### config.mk
export PLATFORM = sky130hd
export DESIGN_NAME = popcount_accum
export DESIGN_NICKNAME = d
export VERILOG_FILES = /design/src/rtl/popcount_pkg.sv /design/src/rtl/popcount_tree.sv /design/src/rtl/popcount_accum.sv
export SDC_FILE = /design/constraint.sdc
export NUM_CORES = 1
export LEC_CHECK = 0
export BUFFER_PORTS_ARGS = -buffer_cell sky130_fd_sc_hd__buf_4
export CORE_ASPECT_RATIO = 0.9
export CORE_MARGIN = 4
export CORE_UTILIZATION = 55
export CTS_CLUSTER_DIAMETER = 150
export DETAILED_ROUTE_END_ITERATION = 10
export PLACE_DENSITY = 0.79
export SYNTH_ARGS = -nofsm -noshare
export SYNTH_HDL_FRONTEND = slang
export SYNTH_SLANG_ARGS = --single-unit
### constraint.sdc
create_clock -name clk -period 12.4 [get_ports clk]
set_input_delay 1.24 -clock clk [delete_from_list [all_inputs] [get_ports clk]]
set_output_delay 1.24 -clock clk [all_outputs]
set_load 0.005 [all_outputs]
### src/rtl/popcount_pkg.sv
// popcount_pkg -- shared types and helpers for the popcount accumulator.
//   mode_e  : MODE_WORD (one result per word) / MODE_FRAME (one sum per frame)
//   state_e : frame FSM states ST_IDLE / ST_ACC
//   count_w : minimum width that can hold a ones count of a data_w-bit word
package popcount_pkg;

  typedef enum logic {
    MODE_WORD  = 1'b0,
    MODE_FRAME = 1'b1
  } mode_e;

  typedef enum logic {
    ST_IDLE = 1'b0,
    ST_ACC  = 1'b1
  } state_e;

  function automatic int count_w(input int data_w);
    return $clog2(data_w + 1);
  endfunction

endpackage

### src/rtl/popcount_tree.sv
// popcount_tree -- combinational ones counter built as a recursive adder tree.
//   data  : input  [DATA_W-1:0]            word to count
//   count : output [count_w(DATA_W)-1:0]   number of set bits in data
// The word is split in halves, each half is counted by a smaller tree and the
// two partial counts are added, giving log2(DATA_W) adder levels.
module popcount_tree
  import popcount_pkg::*;
#(
  parameter int DATA_W = 32
) (
  input  logic [DATA_W-1:0]          data,
  output logic [count_w(DATA_W)-1:0] count
);

  localparam int CW = count_w(DATA_W);

  if (DATA_W == 1) begin : g_leaf
    assign count = data;
  end else begin : g_node
    localparam int LO_W = DATA_W / 2;
    localparam int HI_W = DATA_W - LO_W;

    logic [count_w(LO_W)-1:0] lo_count;
    logic [count_w(HI_W)-1:0] hi_count;

    popcount_tree #(.DATA_W(LO_W)) u_lo (
      .data  (data[LO_W-1:0]),
      .count (lo_count)
    );

    popcount_tree #(.DATA_W(HI_W)) u_hi (
      .data  (data[DATA_W-1:LO_W]),
      .count (hi_count)
    );

    assign count = CW'(lo_count) + CW'(hi_count);
  end

endmodule

### src/rtl/popcount_accum.sv
// popcount_accum -- two-stage ones counter with optional per-frame summation.
// Ports:
//   clk, rst                 clock, synchronous active-high reset
//   mode                     0 = WORD, 1 = FRAME (sampled on first word of a frame)
//   in_valid/in_ready        input handshake; in_ready = !out_valid || out_ready
//   in_data [DATA_W]         word to count
//   in_last                  last word of a frame (FRAME mode only)
//   out_valid/out_ready      output handshake
//   out_count [ACC_W]        word count or saturated frame sum
//   out_sat                  frame sum saturated
//   out_parity               XOR of all accepted bits of word/frame, present only
//                            when POPCOUNT_ACCUM_PARITY_EN is defined
// Stage S1 registers the popcount of an accepted word and the frame FSM;
// stage S2 folds it into the accumulator and loads the output register.
module popcount_accum
  import popcount_pkg::*;
#(
  parameter int DATA_W = 32,
  parameter int ACC_W  = 16
) (
  input  logic              clk,
  input  logic              rst,
  input  logic              mode,
  input  logic              in_valid,
  output logic              in_ready,
  input  logic [DATA_W-1:0] in_data,
  input  logic              in_last,
  output logic              out_valid,
  input  logic              out_ready,
  output logic [ACC_W-1:0]  out_count,
  output logic              out_sat
`ifdef POPCOUNT_ACCUM_PARITY_EN
  ,
  output logic              out_parity
`endif
);

  localparam int CNT_W = count_w(DATA_W);

  logic             adv;
  logic             accept;
  mode_e            in_mode;
  logic [CNT_W-1:0] word_cnt;
  state_e           state;

  logic             s1_valid;
  logic             s1_first;  // word opens a new frame (or is a WORD-mode word)
  logic             s1_emit;   // word closes its frame and produces a result
  logic [CNT_W-1:0] s1_cnt;

  logic [ACC_W-1:0] acc;
  logic             acc_sat;
  logic [ACC_W-1:0] acc_base;
  logic             sat_base;
  logic [ACC_W:0]   sum;
  logic [ACC_W-1:0] acc_next;
  logic             sat_next;

  // Whole pipeline moves together; stalls only when a result is waiting.
  assign adv      = !out_valid || out_ready;
  assign in_ready = adv;
  assign accept   = in_valid && adv;
  assign in_mode  = mode_e'(mode);

  popcount_tree #(.DATA_W(DATA_W)) u_tree (
    .data  (in_data),
    .count (word_cnt)
  );

  // S1 control and frame FSM. Mode is only looked at in ST_IDLE, so a mode
  // change in the middle of a frame has no effect.
  // NOTE: sequential state uses <= so every flop samples pre-edge values.
  always_ff @(posedge clk) begin
    if (rst) begin
      s1_valid <= 1'b0;
      s1_first <= 1'b0;
      s1_emit  <= 1'b0;
      state    <= ST_IDLE;
    end else if (adv) begin
      s1_valid <= in_valid;
      if (in_valid) begin
        s1_first <= (state == ST_IDLE);
        s1_emit  <= (state == ST_IDLE && in_mode == MODE_WORD) || in_last;
        unique case (state)
          ST_IDLE: if (in_mode == MODE_FRAME && !in_last) state <= ST_ACC;
          ST_ACC:  if (in_last) state <= ST_IDLE;
          default: state <= ST_IDLE;
        endcase
      end
    end
  end

  // NOTE: datapath registers carry no reset; s1_valid qualifies them.
  always_ff @(posedge clk) begin
    if (accept) s1_cnt <= word_cnt;
  end

  // S2 arithmetic: restart from zero on a frame's first word, clamp on carry.
  // NOTE: every always_comb output gets a value on every path, so no latch.
  always_comb begin
    acc_base = s1_first ? '0 : acc;
    sat_base = s1_first ? 1'b0 : acc_sat;
    sum      = {1'b0, acc_base} + (ACC_W + 1)'(s1_cnt);
    acc_next = sum[ACC_W] ? '1 : sum[ACC_W-1:0];
    sat_next = sat_base | sum[ACC_W];
  end

  always_ff @(posedge clk) begin
    if (rst) begin
      acc       <= '0;
      acc_sat   <= 1'b0;
      out_valid <= 1'b0;
      out_count <= '0;
      out_sat   <= 1'b0;
    end else if (adv) begin
      if (s1_valid) begin
        acc     <= acc_next;
        acc_sat <= sat_next;
      end
      out_valid <= s1_valid && s1_emit;
      if (s1_valid && s1_emit) begin
        out_count <= acc_next;
        out_sat   <= sat_next;
      end
    end
  end

`ifdef POPCOUNT_ACCUM_PARITY_EN
  logic s1_par;
  logic acc_par;
  logic par_next;

  always_ff @(posedge clk) begin
    if (accept) s1_par <= ^in_data;
  end

  assign par_next = s1_first ? s1_par : (acc_par ^ s1_par);

  always_ff @(posedge clk) begin
    if (rst) begin
      acc_par    <= 1'b0;
      out_parity <= 1'b0;
    end else if (adv && s1_valid) begin
      acc_par <= par_next;
      if (s1_emit) out_parity <= par_next;
    end
  end
`endif

endmodule

==> impl_metrics.json, run 1 <==
{
  "switching_power_w": 0.000250,
  "port-buffer-count": 56,
  "synth_cell_types": 57,
  "dp.final_hpwl_um": 5170,
  "via_per_inst": 5.63,
  "start_kind": "input pin",
  "wl_met1_um": 2900,
  "routed_wl_um": 6600,
  "htree_num_levels": 2,
  "async_flop_share": 0,
  "final_area_sq_mm": 0.00372,
  "dieArea_sq_mm": 0.00705,
  "clock.fmax_mhz": 180,
  "combPwrFrac": 0.542,
  "start_util": 0.587,
  "crit_arrival_ns": 5.61,
  "overflow": 0,
  "internal-power_w": 0.000402,
  "routed-wl-met2_um": 3100,
  "fin_crit_ns": 5.57,
  "crit_required_ns": 12.44,
  "ys.flop_type": "dfxtp_1",
  "cts_buffers": 5,
  "sw_frac_of_total": 0.383,
  "worstSetupPathType": "input pin to register",
  "grt_max_degree": 45,
  "syn_avg_cell_area_sq_um": 9.02,
  "synth_edf_count": 6,
  "vias": 2619,
  "post_cts_resized": 0,
  "final_common_cell": "buf_4",
  "status": "finished clean",
  "drive_above_1_share": 0.209,
  "p_leak_nw": 1.60,
  "timing.slew.headroom": 0.411,
  "ys_warn_count": 0,
  "dieWidth_um": 88.1,
  "final_cell_mix": "58 x buf_4, 52 x inv_1, 39 x dfxtp_1, 36 x nor2_1, 25 x fa_1",
  "area_delta_synth_final_pct": 17.3,
  "netlist_instances": 352,
  "n_antenna_cell": 0,
  "wire_per_inst_um": 14.2,
  "rsz0062_at_grt": "no",
  "post-cts-setup-buffers": 0,
  "top_layer_used": "met4",
  "slew_violations": 0,
  "seq_area_frac_synth": 0.303,
  "nFillCells": 430,
  "initialDrtViolationCount": 126,
  "drc": 0,
  "clockBufferDepth": 2,
  "rows": 25,
  "grt_pass1_wl_um": 11700,
  "tritoncts": "built",
  "clock-sinks": 45,
  "hold_violations": 0,
  "powerDensity_mw_per_mm2": 175,
  "seqPwrFrac": 0.294,
  "track_usage": 0.209,
  "cap_violations": 0,
  "ant_nets": 0,
  "die_h_um": 80.1,
  "root_buffer": "clkbuf_8",
  "insertion_delay_ns": 0.30,
  "synth_seq_cells": 45,
  "dr.pass1.iters": 4,
  "tns_ns": 0,
  "end_kind": "register",
  "hold_depth": 1,
  "ir_drop_mv": 0.138,
  "clock_power_share": 0.164,
  "ff2ff_path_depth": 9,
  "dr_wl_met3_um": 510,
  "grt_pass1_vias": 2574,
  "dpl_cell_area_sq_mm": 0.00361,
  "synth_fp_nets": 428,
  "fin_crit_sh": 0.449,
  "place_congestion": 0.844,
  "finalNetCount": 473,
  "cp_max_fo": 2,
  "worstMarginPinSlew_ns": 0.884,
  "clk_pin_slew_ns": 0.08,
  "min_path_type": "register to register",
  "core_area_sq_mm": 0.00541,
  "setup_viol": 0,
  "io_pins": 57,
  "synth_area_sq_mm": 0.00317,
  "antenna_found_initial": 0,
  "ctsHoldBuffers": 0,
  "fin_skew_ns": 0.00430
}
-- layer usage --
metal | vias to the layer above | GRT usage
met5 | - | 0
met4 | 0 | 0.0634
met3 | 6 | 0.0421
met2 | 101 | 0.343
met1 | 1218 | 0.277
li1 | 1294 | -
-- power groups by stage --
stage / Sequential [W] / Clock [W] / Combinational, W
final: 0.000192 / 0.000107 / 0.000353
after floorplan: 0.000193 / 0 / 0.000280
after global placement: 0.000195 / 0 / 0.000336
after detailed placement: 0.000195 / 0 / 0.000357
after CTS: 0.000192 / 0.000109 / 0.000358
after global routing: 0.000194 / 0.000115 / 0.000410
-- worst paths after layout --
kind	startpoint	end	slack, ns
min reg2reg	state	s1_first	0.48
max reg2reg	s1_first	out_count[11]	9.02
max	in_data[17]	s1_cnt[4]	6.83
min	state	s1_first	0.48
-- metrics by stage --
stage                     setup WS, ns  hold slack [ns]  total power [W]  instances   util
after floorplan                   6.89            0.438         0.000473        352      -
final                             6.83            0.479         0.000652        465  0.688
after global placement            6.71            0.454         0.000531        457  0.668
after global routing              6.68            0.509         0.000719        465  0.688
after CTS                         6.83            0.488         0.000659        465  0.688
after detailed placement          6.52            0.469         0.000552        457  0.668
-- cells by family (layout without fill, tap and decap cells) --
group	Yosys count	after routing	share of synthesized area
DFF	45	45	0.303
buffers and inverters	72	118	0.0871
AOI/OAI and AO/OA	83	83	0.203
adders and majority gates	38	38	0.209
muxes	4	4	0.0134
xor gates and xnor gates	9	9	0.0248
and+or+nand+nor	101	101	0.160
-- synth_stat cells (4+ instances only) --
library cell | instances | area [sq um]
a21oi_1 | 17 | 85.1
ha_1 | 13 | 163
nor2b_1 | 11 | 68.8
a21o_1 | 4 | 30.0
nor3_1 | 7 | 35.0
a211oi_2 | 6 | 75.1
clkbuf_1 | 17 | 63.8
o21ai_0 | 6 | 30.0
dfxtp_1 | 39 | 781
fa_1 | 25 | 500
nand3_1 | 4 | 20.0
inv_1 | 52 | 195
a211oi_1 | 20 | 150
nor2_1 | 36 | 135
a31oi_1 | 4 | 25.0
nand2_1 | 20 | 75.1
edfxtp_1 | 6 | 180
xnor2_1 | 7 | 61.3
-- cell type report --
class                      instances  area (sq um)  area share
tap                               67          83.8      0.0225
clock buffer                       8           111      0.0299
timing repair buffer              58           435       0.117
inverter                          52           195      0.0524
sequential                        45           961       0.258
multi-input combinational        235          1940       0.520
-- sequential cells by signal, indices dropped and copies added (netlist names) --
signal / flops
state: 1
out_count: 16
s1_cnt: 6
s1_valid: 1
acc: 16
s1_first: 1
out_valid: 1
s1_emit: 1
out_sat: 1
acc_sat: 1
-- worst max-delay path, stage by stage --
cell     delay (ns)
buf_4          0.11
fa_1           0.52
inv_1          0.05
fa_1           0.51
inv_1          0.05
fa_1           0.47
inv_1          0.05
fa_1           0.46
fa_1           0.50
fa_1           0.51
inv_1          0.05
ha_1           0.20
fa_1           0.40
a21o_1         0.17
a21oi_1        0.19
xnor2_1        0.12
(Power assumes the default switching activity.)
==> run 2, diff against run 1 <==
clock period = 5.3 ns   (was 12.4 ns; I/O delays follow)
==> run 2 against run 1 <==
Register-to-register slack got worse by 7.1 ns; sequential share of layout area up 0.24 points; sequential power grew 130%; total power grew 130%; cell count decreased by 0.22%; global-route usage shrank 0.21 points; critical path type unchanged; hold slack worse by 0.059 ns; via count down 0.34%; flip-flop and latch count did not move.
==> impl_metrics.json, run 2 (synthesis gave the netlist of run 1 again) <==
{
  "status": "finished clean",
  "crit_slowest_cell": "fa_1",
  "slew_violations": 0,
  "final_common_cell": "buf_4",
  "port-buffer-count": 56,
  "min_from": "in_last",
  "min_path_type": "input pin to register",
  "fin_crit_ns": 4.85,
  "tritoncts": "built",
  "hold_ws_ns": 0.420,
  "largest_registers": "acc: 16 flops, out_count: 16 flops, s1_cnt: 6 flops",
  "routed_wl_um": 6620,
  "dieWidth_um": 88.1,
  "dieArea_sq_mm": 0.00705,
  "report.power.total_w": 0.00148,
  "wire_per_inst_um": 14.3,
  "end_kind": "register",
  "cp.depth": 16,
  "fin_skew_ns": 0.0120,
  "cp_max_fo": 2,
  "worstMarginPinSlew_ns": 0.880,
  "vias": 2610,
  "start_util": 0.587,
  "ir_drop_mv": 0.316,
  "hold_violations": 0,
  "ctsHoldBuffers": 0,
  "rows": 25,
  "drive_above_1_share": 0.207,
  "setup_viol": 0,
  "drc": 0,
  "n_antenna_cell": 0,
  "powerDensity_mw_per_mm2": 400,
  "p_leak_nw": 1.58,
  "crit_arrival_ns": 4.89,
  "root_buffer": "clkbuf_8",
  "area_delta_synth_final_pct": 16.2,
  "core_area_sq_mm": 0.00541,
  "antenna_found_initial": 0,
  "cap_violations": 0,
  "fin_crit_sh": 0.914,
  "clock.fmax_mhz": 206,
  "cts_buffers": 5,
  "final_cell_mix": "58 x buf_4, 52 x inv_1, 39 x dfxtp_1, 36 x nor2_1, 25 x fa_1",
  "track_usage": 0.207,
  "clockBufferDepth": 2,
  "cp_top_family": "adder cells",
  "crit_buf_inv": 5,
  "post-cts-setup-buffers": 0,
  "worstSetupPathType": "input pin to register",
  "timing.slew.headroom": 0.413,
  "start_kind": "input pin",
  "crit_required_ns": 5.35,
  "insertion_delay_ns": 0.30,
  "clock-sinks": 45,
  "critPathMaxStageDelay_ns": 0.52,
  "ff2ff_path_depth": 9,
  "crit_chain": "buf_4 > fa_1 > inv_1 > fa_1 > inv_1 > fa_1 > inv_1 > fa_1 > fa_1 > fa_1 > inv_1 > ha_1 > fa_1 > a21o_1 > a21oi_1 > xnor2_1",
  "initialDrtViolationCount": 164,
  "rsz0062_at_grt": "no",
  "overflow": 0,
  "ant_nets": 0,
  "tns_ns": 0,
  "grt_pass1_vias": 2589,
  "rr_endpoint": "acc[9]",
  "io_pins": 57,
  "finalNetCount": 473,
  "htree_num_levels": 2,
  "hold_depth": 2,
  "grt_pass1_wl_um": 11700,
  "clk_pin_slew_ns": 0.08,
  "timing.critical_path.mode_cell": "fa_1",
  "dr.pass1.iters": 4,
  "dp.final_hpwl_um": 5160,
  "rrSetupSlack_ns": 1.90,
  "min_delay_worst_endpoint": "state",
  "grt_max_degree": 45,
  "place_congestion": 0.844,
  "r2r-start": "s1_first",
  "via_per_inst": 5.63,
  "die_h_um": 80.1,
  "post_cts_resized": 0
}
[run 2: cell count changes in the layout (fill, tap and decap cells not counted), sizes merged]
cell / change
clkbuf: -2
clkinv: +1
[run 2: power breakdown]
group	internal [W]	total, W	switching, W	leakage, nW
logic	0.000374	0.000825	0.000451	1.16
registers	0.000432	0.000449	0.0000172	0.377
clock network	0.0000898	0.000202	0.000113	0.0410
total	0.000895	0.00148	0.000581	1.58
[run 2: through the flow]
stage | instance area [sq um] | util | cells | worst slack, ns
after floorplan | 3170 | - | 352 | 0.496
after global placement | 3610 | 0.668 | 457 | 0.321
after detailed placement | 3610 | 0.668 | 457 | 0.130
after CTS | 3690 | 0.682 | 464 | 0.440
after global routing | 3690 | 0.682 | 464 | 0.284
final | 3690 | 0.682 | 464 | 0.455
[run 2: how the worst max path moves through the flow]
stage	slack, ns	end	start
2_1_floorplan	0.50	s1_cnt[4]	in_data[17]
3_3_place_gp	0.32	s1_cnt[4]	in_data[17]
3_5_place_dp	0.13	s1_cnt[4]	in_data[17]
4_1_cts	0.44	s1_cnt[4]	in_data[17]
5_1_grt	0.28	s1_cnt[4]	in_data[17]
6_report	0.45	s1_cnt[4]	in_data[17]
[run 2: area by class of cell]
cell class	count	area, sq um
fill	450	1720
sequential	45	961
clock inverter	1	5.00
timing repair buffer	58	435
multi-input combinational	235	1940
inverter	52	195
clock buffer	6	72.6
tap	67	83.8
[run 2: metal layers]
metal / global-route usage / wire length, um
met4: 0.0559 / 103
met3: 0.0472 / 498
met2: 0.336 / 3150
met1: 0.277 / 2870
met5: 0 / 0
==> run 3, diff against run 2 <==
CORE_UTILIZATION = 25   (was 55)
HOLD_SLACK_MARGIN = 0.1   (was unset)
PLACE_DENSITY = unset   (was 0.79)
TNS_END_PERCENT = 10   (was unset)
==> run 3 against run 2 <==
Combinational power shrank 0.6%; clock-buffer cell count shrank 1; total power grew 13%; non-clock buffer count shrank 1; critical path type unchanged; utilization shrank 36 points; sequential power grew 1%; worst setup slack gained 0.039 ns; clock power grew 97%; first-iteration DRC count shrank 45%; cell count grew 20%; die area grew 110%; hold slack gained 0.012 ns.
==> impl_metrics.json, run 3 (synthesis gave the netlist of run 1 again) <==
{
  "vias": 2513,
  "clock.fmax_mhz": 208,
  "p_leak_nw": 1.63,
  "crit_arrival_ns": 4.84,
  "post-cts-setup-buffers": 0,
  "clock-sinks": 45,
  "min_delay_worst_endpoint": "state",
  "cts_buffers": 5,
  "status": "finished clean",
  "wire_per_inst_um": 12.4,
  "timing.slew.headroom": 0.418,
  "largest_registers": "acc: 16 flops, out_count: 16 flops, s1_cnt: 6 flops",
  "fin_skew_ns": 0.00549,
  "post_cts_resized": 0,
  "htree_num_levels": 2,
  "final_common_cell": "buf_4",
  "ant_nets": 0,
  "powerDensity_mw_per_mm2": 428,
  "initialDrtViolationCount": 90,
  "fin_crit_ns": 4.81,
  "ir_drop_mv": 0.210,
  "n_antenna_cell": 0,
  "dp.final_hpwl_um": 5380,
  "cap_violations": 0,
  "grt_max_degree": 45,
  "r2r-start": "s1_first",
  "grt_pass1_wl_um": 12000,
  "finalNetCount": 472,
  "fin_util": 0.320,
  "fin_crit_sh": 0.907,
  "dieWidth_um": 127,
  "final_cell_mix": "57 x buf_4, 52 x inv_1, 39 x dfxtp_1, 36 x nor2_1, 25 x fa_1",
  "tritoncts": "built",
  "die_h_um": 115,
  "antenna_found_initial": 0,
  "area_delta_synth_final_pct": 23.2,
  "clk_pin_slew_ns": 0.06,
  "core_area_sq_mm": 0.0122,
  "dp_slack_ns": 0.142,
  "place_congestion": 0.822,
  "hold_depth": 2,
  "io_pins": 57,
  "rows": 38,
  "via_per_inst": 4.51,
  "root_buffer": "clkbuf_16",
  "grt_pass1_vias": 2503,
  "port-buffer-count": 56,
  "rrSetupSlack_ns": 1.82,
  "setup_ws_ns": 0.494,
  "routed_wl_um": 6930,
  "min_path_type": "input pin to register",
  "drive_above_1_share": 0.209,
  "start_kind": "input pin",
  "clockBufferDepth": 2,
  "drc": 0,
  "setup_viol": 0,
  "overflow": 0,
  "rsz0062_at_grt": "no",
  "track_usage": 0.0979,
  "hold_violations": 0,
  "tns_ns": 0,
  "end_kind": "register",
  "rr_endpoint": "acc[9]",
  "dieArea_sq_mm": 0.0146,
  "worstMarginPinSlew_ns": 0.873,
  "ff2ff_path_depth": 8,
  "ctsHoldBuffers": 0,
  "worstSetupPathType": "input pin to register",
  "crit_required_ns": 5.34,
  "insertion_delay_ns": 0.28,
  "start_util": 0.260,
  "slew_violations": 0,
  "dr.pass1.iters": 4,
  "cp_max_fo": 2,
  "min_from": "in_last"
}
run 3: cell count changes in the layout (fill, tap and decap cells not counted), sizes merged:
cell,previous run,this run
clkbuf,6,5
bufinv,0,2
buf,58,57
run 3: routing by layer:
metal | track usage | share of wire
met1 | 0.129 | 0.47
met3 | 0.0214 | 0.051
met5 | 0 | 0
met4 | 0.0307 | 0.015
met2 | 0.161 | 0.46
run 3: how the worst max path moves through the flow:
| stage | startpoint | end | slack (ns) | cells past startpoint |
|---|---|---|---|---|
| 6_report | in_data[17] | s1_cnt[4] | 0.49 | 16 |
| 5_1_grt | in_data[17] | s1_cnt[4] | 0.36 | 16 |
| 4_1_cts | in_data[17] | s1_cnt[4] | 0.45 | 16 |
| 3_5_place_dp | in_data[17] | s1_cnt[4] | 0.14 | 16 |
| 3_3_place_gp | in_data[17] | s1_cnt[4] | 0.32 | 16 |
| 2_1_floorplan | in_data[17] | s1_cnt[4] | 0.50 | 15 |
run 3: area by class of cell:
type | count | area, sq um
clock buffer | 5 | 125
clock inverter | 3 | 65.1
fill | 1259 | 8310
inverter | 52 | 195
multi-input combinational | 235 | 1940
sequential | 45 | 961
tap | 160 | 200
timing repair buffer | 57 | 428
run 3: through the flow:
step,power (W),std cells,instance area [sq um],hold WS (ns)
4_1_cts,0.00170,557,3910,0.431
2_1_floorplan,0.00111,352,3170,0.438
5_1_grt,0.00186,557,3910,0.439
6_report,0.00167,557,3910,0.432
3_5_place_dp,0.00130,549,3720,0.464
3_3_place_gp,0.00126,549,3720,0.453
run 3: power by group:
group / internal, W / switching (W) / leakage [nW]
clock: 0.000269 / 0.000129 / 0.0938
sequential: 0.000432 / 0.0000213 / 0.377
combinational: 0.000374 / 0.000446 / 1.16
run 3: worst max-delay path, stage by stage:
cell     delay [ns]
buf_4          0.12
fa_1           0.52
inv_1          0.06
fa_1           0.50
inv_1          0.05
fa_1           0.47
inv_1          0.05
fa_1           0.46
fa_1           0.49
fa_1           0.50
inv_1          0.04
ha_1           0.20
fa_1           0.40
a21o_1         0.18
a21oi_1        0.19
xnor2_1        0.09
